--- config.mk ---
export PLATFORM = sky130hd
export DESIGN_NAME = trellis_table
export DESIGN_NICKNAME = d
export VERILOG_FILES = /design/src/rtl/trellis_table_pkg.sv /design/src/rtl/trellis_row_store.sv /design/src/rtl/trellis_table.sv
export SDC_FILE = /design/constraint.sdc
export NUM_CORES = 1
export LEC_CHECK = 0
export CAP_MARGIN = 10
export CORE_AREA = 4 4 80 82
export CTS_CLUSTER_SIZE = 14
export DETAILED_ROUTE_END_ITERATION = 7
export DIE_AREA = 0 0 84 86
export GPL_TIMING_DRIVEN = 0
export PLACE_DENSITY_LB_ADDON = 0.3
export SLEW_MARGIN = 20
export SYNTH_ARGS = -nofsm -noshare
export SYNTH_HDL_FRONTEND = slang
export SYNTH_HIERARCHICAL = 1
export SYNTH_SLANG_ARGS = --single-unit
--- constraint.sdc ---
create_clock -name clk -period 2.42 [get_ports clk]
set_input_delay 0.242 -clock clk [delete_from_list [all_inputs] [get_ports clk]]
set_output_delay 0.242 -clock clk [all_outputs]
set_load 0.03 [all_outputs]
--- src/rtl/trellis_table_pkg.sv ---
// Shared types and sizing helpers for the trellis transition table.
package trellis_table_pkg;

  // Table lifecycle: fill entries, become full, optionally freeze.
  typedef enum logic [1:0] {
    ST_EMPTY   = 2'd0,
    ST_FILLING = 2'd1,
    ST_FULL    = 2'd2,
    ST_LOCKED  = 2'd3
  } table_state_t;

  // Width of one packed row of next-state fields (B*S).
  function automatic int row_ns_width(input int k, input int s);
    return (1 << k) * s;
  endfunction

  // Width of one packed row of output fields (B*N).
  function automatic int row_out_width(input int k, input int n);
    return (1 << k) * n;
  endfunction

  // Number of entries in the whole table (R*B).
  function automatic int entry_count(input int k, input int m);
    return (1 << (m - k)) * (1 << k);
  endfunction

endpackage

--- src/rtl/trellis_row_store.sv ---
// Row storage for the trellis table: per-entry next state, output and
// valid bit, one write port and a registered one-row read port.
// A read and a write (or clear) in the same cycle return the old contents,
// because the read register samples the arrays before they update.
module trellis_row_store
  import trellis_table_pkg::*;
#(
  parameter int K = 1,
  parameter int S = 2,
  parameter int N = 2,
  localparam int B   = 1 << K,
  localparam int R   = 1 << S,
  localparam int NSW = row_ns_width(K, S),
  localparam int OW  = row_out_width(K, N)
) (
  input  logic           clk,
  input  logic           reset,
  input  logic           clear,
  input  logic           we,
  input  logic [S-1:0]   wr_row,
  input  logic [K-1:0]   wr_branch,
  input  logic [S-1:0]   wr_next,
  input  logic [N-1:0]   wr_out,
  output logic           wr_entry_valid,
  input  logic           rd_req,
  input  logic [S-1:0]   rd_row,
  output logic           rd_valid,
  output logic [NSW-1:0] rd_next_states,
  output logic [OW-1:0]  rd_outputs,
  output logic           rd_miss
);

  logic [S-1:0] ns_mem  [R][B];
  logic [N-1:0] out_mem [R][B];
  logic [B-1:0] vld_mem [R];

  logic [NSW-1:0] ns_pack;
  logic [OW-1:0]  out_pack;

  assign wr_entry_valid = vld_mem[wr_row][wr_branch];

  // Pack the addressed row, branch 0 in the most significant field.
  always_comb begin
    ns_pack  = '0;
    out_pack = '0;
    for (int b = 0; b < B; b++) begin
      ns_pack[(B-1-b)*S +: S]  = ns_mem[rd_row][b];
      out_pack[(B-1-b)*N +: N] = out_mem[rd_row][b];
    end
  end

  // Entry arrays: wiped by reset or clear, otherwise one entry per write.
  always_ff @(posedge clk or posedge reset) begin
    if (reset) begin
      for (int r = 0; r < R; r++) begin
        vld_mem[r] <= '0;
        for (int b = 0; b < B; b++) begin
          ns_mem[r][b]  <= '0;
          out_mem[r][b] <= '0;
        end
      end
    end else if (clear) begin
      for (int r = 0; r < R; r++) begin
        vld_mem[r] <= '0;
        for (int b = 0; b < B; b++) begin
          ns_mem[r][b]  <= '0;
          out_mem[r][b] <= '0;
        end
      end
    end else if (we) begin
      ns_mem[wr_row][wr_branch]  <= wr_next;
      out_mem[wr_row][wr_branch] <= wr_out;
      vld_mem[wr_row][wr_branch] <= 1'b1;
    end
  end

  // Registered read port: one-cycle latency, valid only after a request.
  always_ff @(posedge clk or posedge reset) begin
    if (reset) begin
      rd_valid       <= 1'b0;
      rd_next_states <= '0;
      rd_outputs     <= '0;
      rd_miss        <= 1'b0;
    end else begin
      rd_valid <= rd_req;
      if (rd_req) begin
        rd_next_states <= ns_pack;
        rd_outputs     <= out_pack;
        rd_miss        <= ~(&vld_mem[rd_row]);
      end
    end
  end

endmodule

--- src/rtl/trellis_table.sv ---
// Trellis transition table: loadable next-state/output entries per
// (state, input) pair, with fill tracking, freeze and a one-cycle read.
// Optional build macro TRELLIS_OVERWRITE_PROTECT_EN: writes to an entry
// that already holds data are dropped and flagged on load_err.
//
// Handshake: a write is accepted in a cycle where load_valid and load_ready
// are both high at the rising clk edge; load_ready depends combinationally
// on clear and the current state only, never on load_valid.
module trellis_table
  import trellis_table_pkg::*;
#(
  parameter int K = 1,
  parameter int M = 3,
  parameter int N = 2,
  localparam int S   = M - K,
  localparam int NSW = row_ns_width(K, S),
  localparam int OW  = row_out_width(K, N)
) (
  input  logic           clk,
  input  logic           reset,
  input  logic           clear,
  input  logic           load_valid,
  output logic           load_ready,
  input  logic [S-1:0]   state_address,
  input  logic [K-1:0]   input_address,
  input  logic [S-1:0]   next_state_data,
  input  logic [N-1:0]   output_data,
  input  logic           lock,
  input  logic           rd_req,
  input  logic [S-1:0]   rd_state,
  output logic           rd_valid,
  output logic [NSW-1:0] rd_next_states,
  output logic [OW-1:0]  rd_outputs,
  output logic           rd_miss,
  output logic           table_full,
  output logic           locked,
  output logic           load_err,
  output logic [M:0]     entries_loaded,
  output table_state_t   dbg_state
);

  localparam logic [M:0] TOTAL_CNT = (M+1)'(entry_count(K, M));

  table_state_t state;
  logic         accept;
  logic         entry_valid;
  logic         do_write;
  logic         ow_err;
  logic         lock_err;
  logic         count_inc;
  logic [M:0]   count_next;

  assign load_ready = (state != ST_LOCKED) && !clear;
  assign accept     = load_valid && load_ready;
  assign lock_err   = load_valid && (state == ST_LOCKED) && !clear;

`ifdef TRELLIS_OVERWRITE_PROTECT_EN
  assign do_write = accept && !entry_valid;
  assign ow_err   = accept && entry_valid;
`else
  assign do_write = accept;
  assign ow_err   = 1'b0;
`endif

  // Only a write into a previously empty entry grows the count.
  assign count_inc  = do_write && !entry_valid;
  assign count_next = entries_loaded + 1'b1;

  assign table_full = (state == ST_FULL) || (state == ST_LOCKED);
  assign locked     = (state == ST_LOCKED);
  assign dbg_state  = state;

  // Lifecycle FSM with the entry counter and the registered error pulse.
  always_ff @(posedge clk or posedge reset) begin
    if (reset) begin
      state          <= ST_EMPTY;
      entries_loaded <= '0;
      load_err       <= 1'b0;
    end else if (clear) begin
      state          <= ST_EMPTY;
      entries_loaded <= '0;
      load_err       <= 1'b0;
    end else begin
      load_err <= lock_err || ow_err;
      if (count_inc) begin
        entries_loaded <= count_next;
      end
      case (state)
        ST_EMPTY, ST_FILLING: begin
          if (do_write) begin
            state <= (count_inc && count_next == TOTAL_CNT) ? ST_FULL : ST_FILLING;
          end
        end
        ST_FULL: begin
          if (lock) begin
            state <= ST_LOCKED;
          end
        end
        ST_LOCKED: begin
          state <= ST_LOCKED;
        end
        default: begin
          state <= ST_EMPTY;
        end
      endcase
    end
  end

  trellis_row_store #(
    .K (K),
    .S (S),
    .N (N)
  ) u_store (
    .clk            (clk),
    .reset          (reset),
    .clear          (clear),
    .we             (do_write),
    .wr_row         (state_address),
    .wr_branch      (input_address),
    .wr_next        (next_state_data),
    .wr_out         (output_data),
    .wr_entry_valid (entry_valid),
    .rd_req         (rd_req),
    .rd_row         (rd_state),
    .rd_valid       (rd_valid),
    .rd_next_states (rd_next_states),
    .rd_outputs     (rd_outputs),
    .rd_miss        (rd_miss)
  );

endmodule

* After elaboration in Yosys (flattened, before gate mapping)
Index checks and enable logic that the tools add are counted.
** Word-level totals
- Bits in registers :: 57
- Input bits :: 15
- Output and inout bits :: 20
- Logic and storage cells :: 103
** Operators by class
- Add/subtract/negate cells :: 1
- $lt $le $gt $ge :: 7
- Equal/unequal tests :: 7
- Mux-type cells :: 38
- Bitwise logic cells :: 5
- Reductions and logical operators :: 18
** Operators with widths (number)
- 16-bit 2-to-1 mux :: 4
- 16-bit bitwise mux :: 2
- 4-bit 2-to-1 mux :: 7
- 2-bit 2-to-1 mux :: 10
- 4-bit binary-select mux with 2-bit select :: 2
- 8-bit 2-to-1 mux :: 2
- 1-bit logical AND :: 9
- 2-bit binary-select mux with 2-bit select :: 2
- 4-bit demux with 2-bit select :: 1
- 8-bit OR :: 1
- 3-bit >= comparator (second input constant) :: 2
- 3-bit != test (second input constant) :: 2
- 2-bit inverter with 3-bit output :: 2
- 2-bit case mux with 3 select lines :: 1
- 4-bit by 1-bit adder with 4-bit output (second input constant) :: 1
- 2-bit demux with 2-bit select :: 1
- 2-bit == test (second input constant) :: 2
- 4-bit == test (second input constant) :: 1
- 1-bit 2-to-1 mux :: 4
- 2-bit AND reduction :: 2
- 2-bit nonzero test :: 2
- 3-bit by 1-bit less-than comparator with 1-bit output (second input constant) :: 1
- 2-bit demux with 1-bit select :: 1
- 2-bit by 1-bit == test with 1-bit output (second input constant) :: 1
- 12 further kinds :: 13

* Longest topological paths before layout
- Depth in word-level cells :: 13
- Gate-level depth with buffers :: 8
- Depth with buffers taken out :: 6

* Cells and area by module
Netlist, hierarchy kept.
** By module, submodules not included
- trellis_row_store :: instances 1, cells an instance 183, area each 2323.5 um^2, seq. area each 1251.2 um^2
- trellis_table :: instances 1, cells an instance 43, area each 435.4 um^2, seq. area each 175.2 um^2

* Worst setup path after synthesis
Ideal clock, no wire load.
- Kind :: input to register
- From :: in input_address
- To :: reg entries_loaded[3]
- Library setup time :: 119 ps
- Data arrival time :: 1700 ps
- Required time :: 2301 ps
- Slack :: 601 ps
- Stages :: 6
- Path buffers :: 1
- Path through :: buf_4 -> mux4_2 -> mux2_2 -> nor4_2 -> xnor2_1 -> nor2_1
** On the way
- Longest elaborated chain between the ends :: 5
** RTL lines
- start, declared :: line trellis_table.sv:25 : input logic [K-1:0] input_address,
- 1-bit 2-to-1 mux (not written as such) (2 in series) :: line trellis_row_store.sv:40 : assign wr_entry_valid = vld_mem[wr_row][wr_branch];
- via entry_valid :: line trellis_table.sv:46 : logic entry_valid;
- 1-bit zero test :: line trellis_table.sv:66 : assign count_inc = do_write && !entry_valid;
- 1-bit logical AND :: line trellis_table.sv:66
- 2-bit nonzero test (no source line)
- end signal, assigned :: line trellis_table.sv:86 : entries_loaded <= count_next;
- end, declared :: line trellis_table.sv:38 : output logic [M:0] entries_loaded,
The timed path passes the listed nets, and every way through them passes these cells. The select of a mux whose other input is x is not followed.
A chain may end at the register's enable or synchronous reset.

* Worst setup path after layout
- From :: reg state[1] (netlist: dbg_state[1])
- To :: out load_ready
** On the way
- Longest elaborated chain between the ends :: 2
** RTL lines
- start, declared :: line trellis_table.sv:44 : table_state_t state;
- start signal, assigned :: line trellis_table.sv:91 : state <= (count_inc && count_next == TOTAL_CNT) ? ST_FULL : ST_FILLING;
- 2-bit != test :: line trellis_table.sv:53 : assign load_ready = (state != ST_LOCKED) && !clear;
- 1-bit logical AND :: line trellis_table.sv:53
- end, declared :: line trellis_table.sv:23 : output logic load_ready,
No other way between the ends.

==> run summary <==
status: completed
CP Cell Sequence: nand2_1 -> inv_4 -> nor2_1 -> clkdlybuf4s50_1
DRC errors left: 0
Layout Nets: 280
layout cells sized above 1: 0.183
Die Ht: 86 um
Final Slew Violations: 0
Synth Area per Inst: 12.2 um^2
die area: 7220 um^2
#FFs+latches synth: 57
met1 GRT Util: 0.221
GPL Wtd Cong: 0.783
Starting Density: 0.480
CTS hold repair buffers: 0
core area: 5750 um^2
final critical-path required period: 1950 ps
Synth Instances: 226
# Post-CTS Setup Buffers: 0
# resized after CTS: 0
xor and xnor area share after synthesis: 0.00952
Max IR drop VDD: 449 uV
DRT iter0 DRCs: 114
GRT busiest layer: met2
DP Worst Slack: 285 ps
period utilisation layout: 0.804
Final setup viols: 0
critical path class: reg2out
Synth Area in Compound Gates: 0.0327
grt total ovfl: 0
Fin. Hold Viols: 0
RSZ-0062 raised after global routing: no
WP buf/inv: 2
Power Dens Cells: 617 nW/um^2
asr flop ratio synth: 1.00
highest cell delay on the worst timing path: 670 ps
DP HPWL: 3.85 mm
Worst path slowest cell: clkdlybuf4s50_1
Final ANT Viol Nets: 0
worst-skew pair later-pin latency: 340 ps
Seq/Total Area, Yosys: 0.517
Synth cell types: 33
Vias: 1790
Power, Total: 2050 uW
skew final: 6.62 ps
Area Overhead vs Synth: 20.3%
global-route track usage on met2: 0.290
Crit Path Max Fanout: 6
drt pass-1 iters: 4
Top FF cell, synth: dfrtp_1
I/O pins: 35
Worst setup EP type: output pin
Fmax: 0.514 GHz
Hold Crit Class: in2reg
antenna violations before repair: 0
chip width: 84 um
wirelength, routed: 5.70 mm
largest net degree at the start of global routing: 36
Clock transition at path regs: 70 ps
Yosys warning count: 6
Slew HR: 0.571
CP arrival: 1700 ps
P_leak: 0.00156 uW
Total GRT Usage: 0.176
clock buffer depth: 2
Routed WL per cell: 16.6 um
vias in the first global route: 1860
total CTS buffers: 9
diodes inserted: 0
grt met3 use: 0.0528
Clock Tree Root: clkbuf_8
syn nets: 243
Via density: 5.22
max-cap check violation count: 0
Synth Area in Adders: 0.00907
mux cell area share after synthesis: 0.242
Worst EP required: 2180 ps
Std-Cell Rows: 28
startpoint types: flop
delay-heaviest family, CP: buffers and inverters
CTS tree: yes
Post-synth EDFFs: 0
final worst slack: 475 ps
CTS H-tree lvls: 3
first-pass GRT wire length: 9.60 mm
simple-gate share of the synthesized area: 0.137
IO buf count: 25
Slew @ Worst Pin: 643 ps
area of the mapped netlist: 2760 um^2
# clock sinks: 57
largest family of logic cells by synthesized area: multiplexers
share of the core filled with cells: 0.578
Yosys cell counts, types with 2 or more instances:
| cell | instances | area share |
|---|---|---|
| nor2_1 | 49 | 0.067 |
| nand3_1 | 2 | 0.0036 |
| mux2_2 | 9 | 0.037 |
| xnor2_1 | 3 | 0.0095 |
| mux2i_1 | 33 | 0.12 |
| nand2_1 | 4 | 0.0054 |
| nor4b_4 | 2 | 0.017 |
| clkbuf_1 | 10 | 0.014 |
| dfrtp_1 | 57 | 0.52 |
| mux4_1 | 3 | 0.029 |
| buf_6 | 3 | 0.012 |
| mux4_2 | 7 | 0.057 |
| buf_2 | 6 | 0.011 |
| nand4b_1 | 3 | 0.0095 |
| nor4bb_1 | 3 | 0.011 |
| ha_1 | 2 | 0.0091 |
| a21oi_1 | 7 | 0.013 |
| inv_1 | 8 | 0.011 |
placed cells by master, fill, tap and decap left out, drive strengths merged:
| cell | netlist | layout |
|---|---|---|
| nand2b | 1 | 1 |
| nor2 | 49 | 49 |
| a311o | 1 | 1 |
| mux4 | 10 | 10 |
| nand4b | 3 | 3 |
| o211ai | 1 | 1 |
| clkinvlp | 0 | 2 |
| nand4 | 1 | 1 |
| nand2 | 4 | 4 |
| nand3b | 1 | 1 |
| clkdlybuf4s50 | 0 | 25 |
| dfrtp | 57 | 57 |
| o22a | 1 | 1 |
| inv | 9 | 9 |
| nand3 | 2 | 2 |
| clkbuf | 10 | 21 |
| nor4 | 1 | 1 |
| mux2i | 33 | 33 |
| xnor2 | 3 | 3 |
| a21oi | 7 | 7 |
| ha | 2 | 2 |
| a21boi | 1 | 1 |
| o22ai | 1 | 1 |
| nor4b | 2 | 2 |
| a31oi | 1 | 1 |
| nor4bb | 3 | 3 |
| and3b | 1 | 1 |
| bufinv | 0 | 1 |
| o31a | 1 | 1 |
| clkinv | 0 | 2 |
| nor3 | 1 | 1 |
| mux2 | 9 | 9 |
| buf | 10 | 11 |
cell type report:
type / count / area, um^2
Sequential cell: 57 / 1430
Timing Repair Buffer: 26 / 270
Fill cell: 496 / 2430
Multi-Input combinational cell: 140 / 1190
Tap cell: 75 / 93.8
Buffer: 20 / 109
Clock inverter: 5 / 55.1
Inverter: 9 / 36.3
Clock buffer: 11 / 141
worst register-to-register path: stages (launching register included):
cell	delay [ps]
dfrtp_1	410
nand2_1	130
inv_4	80
nor2_1	90
buf_2	170
nor4b_4	520
mux2i_1	270
nor2_1	70
state kept, by name, indices dropped and copies added, names as in the netlist:
| signal | cells |
|---|---|
| entries_loaded | 4 |
| dbg_state | 2 |
| u_store/ns_mem | 16 |
| u_store/vld_mem | 8 |
| u_store/rd_miss | 1 |
| u_store/rd_next_states | 4 |
| u_store/rd_outputs | 4 |
| load_err | 1 |
| u_store/out_mem | 16 |
| u_store/rd_valid | 1 |
power by group:
part	internal, uW	leakage (uW)	switching [uW]
registers	970	0.000785	12.4
clock network	500	0.0000953	382
logic	75.3	0.000678	109
routing by layer:
metal  wire [um]  share of wire  vias to the layer above
li1            -              -                      863
met3         291          0.051                        6
met1        2610           0.46                      868
met2        2750           0.48                       53
met4          53         0.0093                        0
met5           0              0                        -
path summary, 6_finish.rpt:
check	cells after the start	to	slack, ps	start
setup / recovery	4	load_ready	470	dbg_state[1]
hold / removal	2	entries_loaded[0]	90	clear
setup reg to reg	7	u_store/ns_mem[15]	540	dbg_state[1]
hold reg to reg	1	u_store/rd_outputs[3]	500	u_store/rd_outputs[3]
max in group asynchronous	3	u_store/out_mem[13]	1690	reset
min in group asynchronous	2	entries_loaded[0]	190	reset
logic make-up (layout without fill, tap and decap cells):
group	after synthesis	after routing
AND/OR/NAND/NOR	69	69
multiplexers	52	52
adder cells (fa/ha/maj)	2	2
flip-flops	57	57
XOR/XNOR	3	3
AO/OA/AOI/OAI	14	14
buffers and inverters	29	71
through the flow:
step,instances,setup TNS (ps),instance area (um^2),hold WS (ps)
2_1_floorplan,226,0,2760,45.4
6_report,343,0,3320,85.6
4_1_cts,343,0,3320,75.5
3_3_place_gp,326,-685,3100,437
3_5_place_dp,327,0,3120,442
5_1_grt,343,0,3320,80.0
No activity file was read; power rests on OpenSTA's default activity.
